`config.mk`:
```
export PLATFORM = sky130hd
export DESIGN_NAME = mux16_rr_scheduler_flat
export DESIGN_NICKNAME = d
export VERILOG_FILES = /design/src/rtl/mux16_rr_scheduler_pkg.sv /design/src/rtl/mux16_rr_scheduler_if.sv /design/src/rtl/mux16_rr_scheduler_rr_pick16.sv /design/src/rtl/mux16_rr_scheduler.sv /design/src/flat_wrapper.sv
export SDC_FILE = /design/constraint.sdc
export NUM_CORES = 1
export LEC_CHECK = 0
export CORE_UTILIZATION = 63
export DETAILED_ROUTE_END_ITERATION = 8
export PLACE_DENSITY_LB_ADDON = 0.2
export SLEW_MARGIN = 20
export SYNTH_ARGS = -nofsm -noshare
export SYNTH_HDL_FRONTEND = slang
export SYNTH_SLANG_ARGS = --single-unit
```
`constraint.sdc`:
```
create_clock -name clk -period 10.85 [get_ports clk]
set_input_delay 2.17 -clock clk [delete_from_list [all_inputs] [get_ports clk]]
set_output_delay 2.17 -clock clk [all_outputs]
set_load 0.01 [all_outputs]
```
`src/rtl/mux16_rr_scheduler_pkg.sv`:
```
// Shared constants and state type for the 16:1 mux scheduler.
// Optional statistics outputs are enabled by MUX16_SCHED_STATS_EN.
package mux16_sched_pkg;

    localparam int N_REQ = 16;
    localparam int SEL_W = 4;

    typedef enum logic {
        IDLE,
        GRANT
    } state_t;

endpackage

```
`src/rtl/mux16_rr_scheduler_if.sv`:
```
// Requester <-> scheduler bundle for the 16:1 mux.
// Optional stats signals exist only with MUX16_SCHED_STATS_EN.
interface mux16_rr_scheduler_if;
    import mux16_sched_pkg::*;

    logic [N_REQ-1:0] req;
    logic             done;
    logic [SEL_W-1:0] sel;
    logic [N_REQ-1:0] gnt;
    logic             gnt_valid;
`ifdef MUX16_SCHED_STATS_EN
    logic             timeout;
    logic [15:0]      grant_cnt;

    modport master (
        output req, done,
        input  sel, gnt, gnt_valid, timeout, grant_cnt
    );
    modport slave (
        input  req, done,
        output sel, gnt, gnt_valid, timeout, grant_cnt
    );
`else
    modport master (
        output req, done,
        input  sel, gnt, gnt_valid
    );
    modport slave (
        input  req, done,
        output sel, gnt, gnt_valid
    );
`endif

endinterface

```
`src/rtl/mux16_rr_scheduler_rr_pick16.sv`:
```
// Round-robin search: first set request at or after ptr, wrapping.
// Purely combinational.
module rr_pick16
    import mux16_sched_pkg::*;
(
    input  logic [N_REQ-1:0] req,
    input  logic [SEL_W-1:0] ptr,
    output logic             found,
    output logic [SEL_W-1:0] idx
);

    logic [SEL_W-1:0] cand;

    // Scan from the farthest offset down so the nearest hit wins.
    always_comb begin
        found = 1'b0;
        idx   = '0;
        cand  = '0;
        for (int i = N_REQ - 1; i >= 0; i--) begin
            cand = ptr + SEL_W'(i);
            if (req[cand]) begin
                found = 1'b1;
                idx   = cand;
            end
        end
    end

endmodule

```
`src/rtl/mux16_rr_scheduler.sv`:
```
// Round-robin arbiter/sequencer for the shared 16:1 mux output.
// Build with MUX16_SCHED_STATS_EN for timeout and grant_cnt outputs.
module mux16_rr_scheduler
    import mux16_sched_pkg::*;
#(
    parameter int MAX_HOLD = 8,
    parameter int HOLD_W   = 4
) (
    input  logic                 clk,
    input  logic                 rst_n,
    mux16_rr_scheduler_if.slave  bus
);

    state_t           state;
    logic [SEL_W-1:0] ptr;
    logic [HOLD_W-1:0] hold_cnt;
    logic [SEL_W-1:0] sel_q;
    logic [N_REQ-1:0] gnt_q;
    logic             gv_q;
    logic             found;
    logic [SEL_W-1:0] idx;
    logic             expired;
    logic             release_now;

    rr_pick16 u_pick (
        .req   (bus.req),
        .ptr   (ptr),
        .found (found),
        .idx   (idx)
    );

    assign expired     = (hold_cnt == HOLD_W'(MAX_HOLD - 1));
    assign release_now = bus.done | ~bus.req[sel_q] | expired;

    assign bus.sel       = sel_q;
    assign bus.gnt       = gnt_q;
    assign bus.gnt_valid = gv_q;

`ifdef MUX16_SCHED_STATS_EN
    logic        timeout_q;
    logic [15:0] grant_cnt_q;

    assign bus.timeout   = timeout_q;
    assign bus.grant_cnt = grant_cnt_q;
`endif

    // Grant FSM: pick in IDLE, hold until release, then one idle bubble.
    always_ff @(posedge clk or negedge rst_n) begin
        if (!rst_n) begin
            state    <= IDLE;
            ptr      <= '0;
            hold_cnt <= '0;
            sel_q    <= '0;
            gnt_q    <= '0;
            gv_q     <= 1'b0;
`ifdef MUX16_SCHED_STATS_EN
            timeout_q   <= 1'b0;
            grant_cnt_q <= '0;
`endif
        end else begin
`ifdef MUX16_SCHED_STATS_EN
            timeout_q <= 1'b0;
`endif
            unique case (state)
                IDLE: begin
                    if (found) begin
                        sel_q    <= idx;
                        gnt_q    <= N_REQ'(1) << idx;
                        gv_q     <= 1'b1;
                        hold_cnt <= '0;
                        state    <= GRANT;
`ifdef MUX16_SCHED_STATS_EN
                        if (grant_cnt_q != 16'hFFFF)
                            grant_cnt_q <= grant_cnt_q + 16'd1;
`endif
                    end
                end
                GRANT: begin
                    if (release_now) begin
                        gnt_q    <= '0;
                        gv_q     <= 1'b0;
                        ptr      <= sel_q + SEL_W'(1);
                        hold_cnt <= '0;
                        state    <= IDLE;
`ifdef MUX16_SCHED_STATS_EN
                        timeout_q <= ~bus.done & bus.req[sel_q];
`endif
                    end else begin
                        hold_cnt <= hold_cnt + HOLD_W'(1);
                    end
                end
                default: state <= IDLE;
            endcase
        end
    end

endmodule

```
`src/flat_wrapper.sv`:
```
// flat-port wrapper written by rule: the top's interface ports become plain ports
module mux16_rr_scheduler_flat import mux16_sched_pkg::*;
#(
    parameter int MAX_HOLD = 8,
    parameter int HOLD_W   = 4
)
  (clk, rst_n, bus_req, bus_done, bus_sel, bus_gnt, bus_gnt_valid);
  mux16_rr_scheduler_if bus_i ();
  input  logic clk;
  input  logic rst_n;
  input wire logic [$bits(bus_i.req)-1:0] bus_req;
  input wire logic [$bits(bus_i.done)-1:0] bus_done;
  output wire logic [$bits(bus_i.sel)-1:0] bus_sel;
  output wire logic [$bits(bus_i.gnt)-1:0] bus_gnt;
  output wire logic [$bits(bus_i.gnt_valid)-1:0] bus_gnt_valid;
  assign bus_i.req = bus_req;
  assign bus_i.done = bus_done;
  assign bus_sel = bus_i.sel;
  assign bus_gnt = bus_i.gnt;
  assign bus_gnt_valid = bus_i.gnt_valid;
  mux16_rr_scheduler #(.MAX_HOLD(MAX_HOLD), .HOLD_W(HOLD_W)) u_core (.clk(clk), .rst_n(rst_n), .bus(bus_i));
endmodule
```
=== Yosys cells after proc, flatten, opt, wreduce, memory -nomap -nowiden ===
Index checks and enable logic that the tools add are counted.

* Memory bits (writable): 0
* Input bits: 19
* Latch bits: 0
* Logic and storage cells: 129
* Bits in registers: 30
* Memories: 0
* Output and inout port bits: 21
* ROM bits: 0

* Eq/ne operators: 3
* $mul: 0
* Bitwise gates (word level): 4
* Shift operators: 1
* Muxes and demuxes: 78
* Add/subtract/negate cells: 17
* $lt $le $gt $ge: 17
* Reduce and logical (&&, ||, !) cells: 3
* Divide/modulo/power cells: 0

{| class="wikitable"
|+ Operators with widths
! operator !! number
|-
| < comparator 4 x 5 -> 1 bit (second input constant) || 17
|-
| two-way mux 4 bit || 18
|-
| binary-select mux 1 bit (select 4 bit) || 17
|-
| two-way mux 1 bit || 37
|-
| adder 4 bit (second input constant) || 8
|-
| two-way mux 16 bit || 2
|-
| case mux 16 bit (2 select lines) || 1
|-
| adder 4 x 3 -> 4 bit (second input constant) || 4
|-
| << shifter 1 x 4 -> 16 bit (first input constant) || 1
|-
| adder 4 x 1 -> 4 bit (second input constant) || 3
|-
| adder 4 x 2 -> 4 bit (second input constant) || 2
|-
| case mux 4 bit (2 select lines) || 1
|-
| AND reduction 2 bit || 3
|-
| == test 4 x 3 -> 1 bit (second input constant) || 1
|-
| case mux 1 bit (2 select lines) || 2
|-
| inequality test 2 x 1 -> 1 bit (second input constant) || 1
|-
| inequality test 2 bit (second input constant) || 1
|-
| inverter 1 bit || 2
|-
| OR 1 bit || 2
|}

=== Logic depth before layout (Yosys ltp) ===
Gate-level depths: netlist of the first run.

* Depth in word-level cells: 22
* Mapped depth: 17
* Depth with buffers taken out: 10

=== Cells and area by module ===
A second synthesis of the first run with hierarchy kept.

* Cells, all modules: 384
* Area, all modules: 3792.4 µm²

{| class="wikitable"
|+ Modules (own cells, without submodules)
! module !! seq. area each (µm²) !! instances !! area each (µm²) !! cells each
|-
| rr_pick16 || 0.0 || 1 || 2328.5 || 259
|-
| mux16_rr_scheduler || 750.7 || 1 || 1463.9 || 125
|}

=== Least setup slack after synthesis of the first run ===
Ideal clock, no wire load.

* Kind: input to register
* From: input port bus_req[15]
* To: register u_core.gnt_q[5], in the netlist u_core.bus.gnt[5]
* Path slack: 6083 ps
* Path buffers: 1
* Setup time: 141 ps
* Stages: 9
* Arrival: 4626 ps
* Required time: 10709 ps
* Cell sequence: mux4_1 -> mux2_2 -> mux2i_1 -> nand2_1 -> or4_1 -> o31ai_4 -> or3_1 -> buf_4 -> o31ai_1

* Word-level cells in the longest chain between the ends: 21

{| class="wikitable"
|+ RTL lines
! item !! line !! text
|-
| from (decl) || flat_wrapper.sv:11 || <nowiki>input wire logic [$bits(bus_i.req)-1:0] bus_req;</nowiki>
|-
| binary-select mux 1 bit (select 4 bit) || mux16_rr_scheduler_rr_pick16.sv:21 || <nowiki>if (req[cand]) begin</nowiki>
|-
| two-way mux 1 bit (implied by the code) || mux16_rr_scheduler_rr_pick16.sv:21 ||
|-
| two-way mux 4 bit (16 in series) || mux16_rr_scheduler_rr_pick16.sv:21 ||
|-
| << shifter 1 x 4 -> 16 bit || mux16_rr_scheduler.sv:68 || <nowiki>gnt_q <= N_REQ'(1) << idx;</nowiki>
|-
| two-way mux 16 bit || mux16_rr_scheduler.sv:66 || <nowiki>if (found) begin</nowiki>
|-
| case mux 16 bit (2 select lines) || mux16_rr_scheduler.sv:64 || <nowiki>unique case (state)</nowiki>
|-
| to (signal assigned) || mux16_rr_scheduler.sv:68 ||
|-
| to (decl) || mux16_rr_scheduler.sv:18 || <nowiki>logic [N_REQ-1:0] gnt_q;</nowiki>
|}

Parallel ways exist; a longest one is shown, timed or not. The select of a mux whose other input is x is not followed.
A chain may end at the register's enable or synchronous reset.

=== Worst setup path in the final report of the first run ===
* From: input port bus_req[12]
* To: register u_core.gnt_q[3], in the netlist u_core.bus.gnt[3]

Same word-level chain as after synthesis.

==> results of run 1 <==
-- worst min-delay path, stage by stage (launching register included) --
cell     delay [ns]
dfrtp_1        0.35
nand2_1        0.05
nand2_1        0.06
-- synth_stat cells, drive strengths merged (3+ instances only) --
master,n
o31ai,8
ha,9
a21oi,18
xor2,4
inv,15
nand2,30
o41ai,12
o2111ai,4
nor3,3
mux2,34
a211oi,5
and2,3
mux4,35
dfrtp,30
o221ai,6
or2,3
buf,17
nor2,17
o22ai,3
nand2b,3
o21bai,3
clkbuf,11
nand3,30
and3,5
a22oi,6
mux2i,20
xnor2,7
o21ai,17
-- layer usage --
layer | share of wire (%) | global-route usage, %
met3 | 11 | 8.667
met4 | 3.0 | 12.32
met5 | 0 | 0
met2 | 45 | 54.17
met1 | 41 | 53.54
-- cell families (layout without fill, tap and decap cells) --
kind of cell	Yosys count	count (layout)	synth area share [%]
compound gates	113	113	21.94
xor+xnor	11	11	2.613
fa+ha+maj	9	9	2.833
buf+inv	43	65	5.603
flops	30	30	18.89
mux	89	89	35.16
simple gates	103	103	12.97
-- worst min-delay path by stage --
stage / start / end / slack (ns)
5_1_grt: u_core.hold_cnt[3]$_DFFE_PN0P_ / u_core.hold_cnt[3]$_DFFE_PN0P_ / 0.50
4_1_cts: u_core.bus.gnt_valid$_DFFE_PN0P_ / u_core.bus.gnt_valid$_DFFE_PN0P_ / 0.49
2_1_floorplan: u_core.hold_cnt[3]$_DFFE_PN0P_ / u_core.hold_cnt[3]$_DFFE_PN0P_ / 0.45
6_report: u_core.bus.gnt_valid$_DFFE_PN0P_ / u_core.bus.gnt_valid$_DFFE_PN0P_ / 0.48
3_5_place_dp: u_core.bus.gnt_valid$_DFFE_PN0P_ / u_core.bus.gnt_valid$_DFFE_PN0P_ / 0.48
3_3_place_gp: u_core.bus.gnt_valid$_DFFE_PN0P_ / u_core.bus.gnt_valid$_DFFE_PN0P_ / 0.46
-- flip-flops by register name (all words and copies together) (netlist names) --
register / cells
u_core.bus.gnt: 16
u_core.hold_cnt: 4
u_core.state: 1
u_core.bus.gnt_valid: 1
u_core.ptr: 4
u_core.bus.sel: 4
-- metrics by stage --
step / hold WS [ns] / std cells / instance area [um2] / worst slack, ns / utilization, %
finish: 0.4848 / 495 / 4410 / 4.720 / 73.62
global route: 0.5040 / 495 / 4410 / 4.493 / 73.62
CTS: 0.4929 / 495 / 4410 / 4.780 / 73.62
detailed placement: 0.4770 / 487 / 4315 / 4.506 / 72.03
global placement: 0.4633 / 487 / 4315 / 4.634 / 72.03
floorplan: 0.4452 / 398 / 3975 / 6.083 / -
-- layout make-up --
type,count,share of cell area (%)
Tap cell,75,2.128
Multi-Input combinational cell,325,68.06
Inverter,15,1.277
Clock inverter,2,0.2837
Timing Repair Buffer,42,9.362
Sequential cell,30,17.02
Clock buffer,6,1.872
==> metrics.yaml, run 1 <==
cts_buffers: 5
cp_data_required_time_ns: 11.01
min_period_ns: 6.130
ys_warn_count: 0
grt_pass1_vias: 3471
cp.depth: 9
synth.area.top_cells: "dfrtp_1, mux4_2, mux2_2"
postCtsSetupBuffers: 0
antenna_cells: 0
status: "finished, final reports clean"
pin_count: 40
rsz0062_at_grt: "false"
clkLatencyLatePin_ns: 0.29
fill_cells: 418
ff_latch_area_um2: 750.7
viasPerCell: 7.665
syn_inst: 398
clkSinkCount: 30
cp_max_fo: 26
cpMaxStageDelayCell: "o31ai_4"
synth_area_mm2: 0.003975
row_count: 28
die_w_um: 81.44
critical_path.max_stage_delay_ns: 0.77
syn_area_per_cell_um2: 9.988
path_class: "in -> reg"
die_area_mm2: 0.006632
coreArea_mm2: 0.005991
final_cell_mix: "clkdlybuf4s50_1, mux2_2"
grt_pass1_wl_mm: 18.11
maxSlewHeadroom_pct: 23.92
r2r_slack_ns: 5.25
routed_wl_mm: 11.54
hpwl_mm: 8.275
drive_gt1_share_pct: 22.14
cts_tree: "done"
path_clk_slew_ns: 0.07
holdBufCountCts: 0
multi_input_area_mm2: 0.003002
drv_slew: 0
ys_ff_latch: 30
ant_nets: 0
rr_startpoint: "u_core.ptr[0]$_DFFE_PN0P_"
dr.first_iter.drc_count: 476
synth-main-ff-cell: "dfrtp_1"
grt_overflow: 0
die_y_um: 81.44
synth_top_cell_area_share_pct: 18.89
cap_violations: 0
syn-num-nets: 426
gp_congestion: 0.9518
cts_max_path_buffers: 2
cp-start-kind: "input pin"
htreeDepth: 2
fmax_mhz: 163.1
synth.distinct_cells: 73
worstPathArrival_ns: 6.29
cts-root-buf: "clkbuf_8"
synth-edff-count: 0
skew_ns: 0.009244
fin_tns_setup_ns: 0
critPathTopFamily: "multiplexers"
crit_end: "u_core.bus.gnt[3]$_DFFE_PN0P_"
crit_path_end_kind: "register"
hold_violations: 0
grt_usage_pct: 36.94
start_util_pct: 66.35
final_common_cell: "clkdlybuf4s50_1"
wl_per_cell_um: 23.32
final_nets: 447
reg2reg_depth: 11
min_path_cells: 2
dr_total_vias: 3794
netlist.top_cell.by_area: "dfrtp_1"
area_growth_pct: 10.95
synth_seq_area_share_pct: 18.89
drc_errors: 0
setup_viol: 0
firstDrtPassIters: 5
fin_crit_sh_pct: 56.50
path_cells: "clkdlybuf4s50_1 -> mux4_1 -> mux2_2 -> mux2i_1 -> nand2_1 -> or4_1 -> o31ai_4 -> or3_1 -> o41ai_1"
async_flop_share_pct: 100.0
hold_class: "reg -> reg"
path_buf_inv: 1
io_buffers: 39
crit-reg2reg-capture: "u_core.bus.gnt[3]$_DFFE_PN0P_"
grt_max_degree: 36
crit_path_start: "bus_req[12]"
worst_pin_slew_ns: 1.133
cts_repair_resize_count: 0
antenna_found_initial: 0
Power of run 1 is left out: the tool's default activity adds up to more than one toggle a clock period on the data nets, which glitch-free logic cannot reach.
==> run 2: changes to the inputs <==
CORE_UTILIZATION = 53   (was 63)
clock period = 5.3 ns   (was 10.85 ns; I/O delays follow)
==> metrics.yaml, run 2 (synthesized netlist as in run 1, its figures left out) <==
status: "finished, final reports clean"  # unchanged
firstDrtPassIters: 9  # was 5
ant_nets: 0  # unchanged
routed_wl_mm: 11.76  # was 11.54 mm
rsz0062_at_grt: "false"  # unchanged
fin_tns_setup_ns: 0  # unchanged
setup_viol: 0  # unchanged
antenna_found_initial: 0  # unchanged
dp.cells: 523  # was 487
clkLatencyLatePin_ns: 0.28  # was 0.29 ns
die_y_um: 88.61  # was 81.44 um
fin_crit_sh_pct: 83.81
pin_count: 40  # unchanged
critical_path.max_stage_delay_ns: 0.71  # was 0.77 ns
cts_repair_resize_count: 0  # unchanged
finalWorstSetupSlack_ns: 0.8582  # was 4.720 ns
dr_total_vias: 3778  # was 3,794
row_count: 31  # was 28
grt_usage_pct: 32.03  # was 36.94%
cp_max_fo: 9  # was 26
pre_cts_ws_ns: 0.6389  # was 4.506 ns
start_util_pct: 54.80  # was 66.35%
cts_tree: "done"  # unchanged
area_growth_pct: 13.98  # was 10.95%
postCtsSetupBuffers: 0  # unchanged
path_class: "in -> reg"  # unchanged
worst_pin_slew_ns: 0.8045  # was 1.133 ns
final_common_cell: "clkdlybuf4s50_1"  # unchanged
min_period_ns: 4.442
path_cells: "clkdlybuf4s50_1 -> mux4_1 -> mux4_2 -> nor2_2 -> o221ai_1 -> a211oi_1 -> a211oi_1 -> o22a_1 -> o41ai_1"  # was clkdlybuf4s50_1 -> mux4_1 -> mux2_2 -> mux2i_1 -> nand2_1 -> or4_1 -> o31ai_4 -> or3_1 -> o41ai_1
io_buffers: 39  # unchanged
die_w_um: 88.61  # was 81.44 um
die_area_mm2: 0.007851  # was 0.006632 mm2
largest_reg_flops: 16  # unchanged
grt_max_degree: 35  # was 36
dr.first_iter.drc_count: 516  # was 476
wl_per_cell_um: 22.15  # was 23.32 um
cts_max_path_buffers: 2  # unchanged
crit_path_end_kind: "register"  # unchanged
grt_pass1_wl_mm: 18.96  # was 18.11 mm
htreeDepth: 2  # unchanged
hold_class: "reg -> reg"  # unchanged
fill_cells: 599  # was 418
final_nets: 459  # was 447
final_cell_mix: "clkdlybuf4s50_1, mux2_2"  # unchanged
cap_violations: 0  # unchanged
fmax_mhz: 225.1
worstPathArrival_ns: 4.61  # was 6.29 ns
viasPerCell: 7.115  # was 7.665
drv_slew: 0  # unchanged
cp-start-kind: "input pin"  # unchanged
holdBufCountCts: 0  # unchanged
grt_pass1_vias: 3597  # was 3,471
fin_cells: 531  # was 495
path_clk_slew_ns: 0.07  # about the same
coreArea_mm2: 0.007253  # was 0.005991 mm2
gp_congestion: 0.9813  # was 0.9518
grt_overflow: 0  # unchanged
cp_data_required_time_ns: 5.46  # was 11.01 ns
cts_buffers: 5  # unchanged
maxSlewHeadroom_pct: 45.98  # was 23.92%
clkSinkCount: 30  # unchanged
drive_gt1_share_pct: 24.31  # was 22.14%
skew_ns: 0.005853  # was 0.009244 ns
cts-root-buf: "clkbuf_8"  # unchanged
crit_top_cell: "a211oi_1"
antenna_cells: 0  # unchanged
hpwl_mm: 8.696  # was 8.275 mm
hold_violations: 0  # unchanged
drc_errors: 0  # unchanged
cpMaxStageDelayCell: "mux4_1"  # was o31ai_4
## run 2: cell types whose count changed in the layout (fill, tap and decap cells not counted), sizes merged
cell  delta
buf     +12
## run 2: metrics by stage
| stage | cell area [um2] | hold WS (ns) | utilization [%] |
|---|---|---|---|
| 2_1_floorplan | 3975 | 0.4452 | - |
| 3_3_place_gp | 4436 | 0.4677 | 61.15 |
| 3_5_place_dp | 4436 | 0.4710 | 61.15 |
| 4_1_cts | 4531 | 0.4823 | 62.46 |
| 5_1_grt | 4531 | 0.5074 | 62.46 |
| 6_report | 4531 | 0.4835 | 62.46 |
## run 2: final cells by class
class / count / area (um2) / share of cell area, %
Tap cell: 99 / 123.9 / 2.734
Timing Repair Buffer: 54 / 503.0 / 11.10
Inverter: 15 / 56.30 / 1.243
Clock buffer: 6 / 82.58 / 1.823
Sequential cell: 30 / 750.7 / 16.57
Clock inverter: 2 / 12.51 / 0.2762
Multi-Input combinational cell: 325 / 3002 / 66.25
## run 2: layer usage
| metal | GRT usage [%] | vias up | routed length [um] |
|---|---|---|---|
| met1 | 45.58 | 1850 | 4875 |
| li1 | - | 1667 | - |
| met2 | 47.83 | 229 | 5466 |
| met3 | 7.556 | 32 | 1086 |
| met5 | 0 | - | 0 |
| met4 | 11.29 | 0 | 331 |
## run 2: worst max-delay path, delay by kind of cell
| kind | cells | cell delay [ns] |
|---|---|---|
| buffers and inverters | 1 | 0.53 |
| AO/OA/AOI/OAI | 5 | 1.45 |
| AND/OR/NAND/NOR | 1 | 0.19 |
| multiplexers | 2 | 1.36 |
## run 2: worst paths after layout
kind,startpoint,endpoint,slack [ns],depth (start not counted)
max,bus_req[14],u_core.bus.gnt[3]$_DFFE_PN0P_,0.86,9
max in group asynchronous,rst_n,u_core.bus.gnt[4]$_DFFE_PN0P_,3.86,2
min,u_core.bus.gnt_valid$_DFFE_PN0P_,u_core.bus.gnt_valid$_DFFE_PN0P_,0.48,2
min in group asynchronous,rst_n,u_core.hold_cnt[1]$_DFFE_PN0P_,1.16,2
max reg2reg,u_core.ptr[1]$_DFFE_PN0P_,u_core.bus.gnt[15]$_DFFE_PN0P_,0.93,11
min reg2reg,u_core.bus.gnt_valid$_DFFE_PN0P_,u_core.bus.gnt_valid$_DFFE_PN0P_,0.48,2
Power of run 2 is left out for the same reason.
==> run 3: changes to the inputs <==
CORE_UTILIZATION = 59   (was 53)
clock period = 4.5 ns   (was 5.3 ns; I/O delays follow)
==> metrics.yaml, run 3 (synthesized netlist as in run 1, its figures left out) <==
grt_usage_pct: 34.10  # was 32.03%
multi_input_area_mm2: 0.003002  # unchanged
clkSinkCount: 30  # unchanged
antenna_found_initial: 0  # unchanged
clkLatencyLatePin_ns: 0.28  # about the same
fill_cells: 482  # was 599
grt_pass1_wl_mm: 18.83  # was 18.96 mm
reg2reg_depth: 11  # unchanged
rr_startpoint: "u_core.ptr[1]$_DFFE_PN0P_"  # unchanged
cts_max_path_buffers: 2  # unchanged
fmax_mhz: 238.1
final_common_cell: "clkdlybuf4s50_1"  # unchanged
drc_errors: 0  # unchanged
area_growth_pct: 13.63  # was 13.98%
final_nets: 463  # was 459
crit_path_start: "bus_req[8]"  # was bus_req[14]
cp-start-kind: "input pin"  # unchanged
rsz0062_at_grt: "false"  # unchanged
cts-root-buf: "clkbuf_8"  # unchanged
path_class: "in -> reg"  # unchanged
postCtsSetupBuffers: 0  # unchanged
coreArea_mm2: 0.006422  # was 0.007253 mm2
hold_violations: 0  # unchanged
pin_count: 40  # unchanged
gp_congestion: 1.009  # was 0.9813
min_period_ns: 4.201
die_area_mm2: 0.007069  # was 0.007851 mm2
viasPerCell: 7.424  # was 7.115
routed_wl_mm: 11.47  # was 11.76 mm
r2r_slack_ns: 0.34  # was 0.93 ns
grt_max_degree: 35  # unchanged
fin_tns_setup_ns: 0  # unchanged
wl_per_cell_um: 22.39  # was 22.15 um
cap_violations: 0  # unchanged
io_buffers: 39  # unchanged
maxSlewHeadroom_pct: 42.21  # was 45.98%
ff_latch_area_um2: 750.7  # unchanged
hold_class: "reg -> reg"  # unchanged
drive_gt1_share_pct: 24.83  # was 24.31%
holdBufCountCts: 0  # unchanged
drv_slew: 0  # unchanged
cts_repair_resize_count: 0  # unchanged
start_util_pct: 61.89  # was 54.80%
ant_nets: 0  # unchanged
crit_path_end_kind: "register"  # unchanged
grt_pass1_vias: 3478  # was 3,597
cts_buffers: 5  # unchanged
dr_total_vias: 3801  # was 3,778
crit_end: "u_core.bus.gnt[9]$_DFFE_PN0P_"  # was u_core.bus.gnt[3]$_DFFE_PN0P_
setup_viol: 0  # unchanged
hpwl_mm: 8.516  # was 8.696 mm
die_y_um: 84.08  # was 88.61 um
worstPathArrival_ns: 4.36  # was 4.61 ns
skew_ns: 0.005652  # was 0.005853 ns
firstDrtPassIters: 5  # was 9
antenna_cells: 0  # unchanged
cp_max_fo: 24  # was 9
status: "finished, final reports clean"  # unchanged
grt_overflow: 0  # unchanged
worst_pin_slew_ns: 0.8606  # was 0.8045 ns
path_clk_slew_ns: 0.06  # was 0.07 ns
crit-reg2reg-capture: "u_core.bus.gnt[0]$_DFFE_PN0P_"  # was u_core.bus.gnt[15]$_DFFE_PN0P_
row_count: 29  # was 31
htreeDepth: 2  # unchanged
fin_crit_sh_pct: 93.35
die_w_um: 84.08  # was 88.61 um
cp_data_required_time_ns: 4.66  # was 5.46 ns
cts_tree: "done"  # unchanged
largest_reg_flops: 16  # unchanged
final_cell_mix: "clkdlybuf4s50_1, mux2_2"  # unchanged
dr.first_iter.drc_count: 617  # was 516
run 3: cell types whose count changed in the layout (fill, tap and decap cells not counted):
cell        previous run  this run
clkinv_2               1         2
clkbuf_8               6         5
clkinvlp_4             1         0
buf_4                 15        19
run 3: worst min-delay path by stage:
stage | start | endpoint | slack, ns | depth (start not counted)
after floorplan | u_core.hold_cnt[3]$_DFFE_PN0P_ | u_core.hold_cnt[3]$_DFFE_PN0P_ | 0.45 | 1
after global placement | u_core.bus.gnt_valid$_DFFE_PN0P_ | u_core.bus.gnt_valid$_DFFE_PN0P_ | 0.46 | 2
after detailed placement | u_core.bus.gnt_valid$_DFFE_PN0P_ | u_core.bus.gnt_valid$_DFFE_PN0P_ | 0.46 | 2
after CTS | u_core.bus.gnt_valid$_DFFE_PN0P_ | u_core.bus.gnt_valid$_DFFE_PN0P_ | 0.48 | 2
after global routing | u_core.bus.gnt_valid$_DFFE_PN0P_ | u_core.bus.gnt_valid$_DFFE_PN0P_ | 0.52 | 2
final | u_core.bus.gnt_valid$_DFFE_PN0P_ | u_core.bus.gnt_valid$_DFFE_PN0P_ | 0.48 | 2
run 3: layer usage:
metal  up-vias  GRT usage [%]  wire length [um]
li1       1684              -                 -
met1      1825          51.48              4805
met2       272          49.70              5183
met3        20          6.133              1225
met4         0          10.34               249
met5         -              0                 0
run 3: layout make-up:
type / instances / area share (%)
Tap cell: 77 / 2.133
Inverter: 15 / 1.247
Multi-Input combinational cell: 325 / 66.45
Clock inverter: 2 / 0.2216
Clock buffer: 5 / 1.524
Sequential cell: 30 / 16.62
Timing Repair Buffer: 58 / 11.80
run 3: stage by stage:
| stage | hold slack (ns) | instance area (um2) | util, % | instances | setup WS (ns) |
|---|---|---|---|---|---|
| floorplan | 0.4452 | 3975 | - | 398 | 0.3059 |
| global placement | 0.4600 | 4438 | 69.10 | 505 | 0.1211 |
| detailed placement | 0.4632 | 4438 | 69.10 | 505 | 0.07630 |
| CTS | 0.4797 | 4517 | 70.33 | 512 | 0.3678 |
| global route | 0.5208 | 4517 | 70.33 | 512 | 0.1441 |
| finish | 0.4753 | 4517 | 70.33 | 512 | 0.2995 |
run 3: critical path, stage by stage:
cell,delay (ns)
clkdlybuf4s50_1,0.55
mux2_2,0.33
mux4_2,0.59
mux2i_2,0.43
nand3_1,0.16
or4_1,0.63
o31ai_4,0.23
buf_4,0.30
nand3_1,0.12
o41ai_1,0.11
Power of run 3 is left out for the same reason.
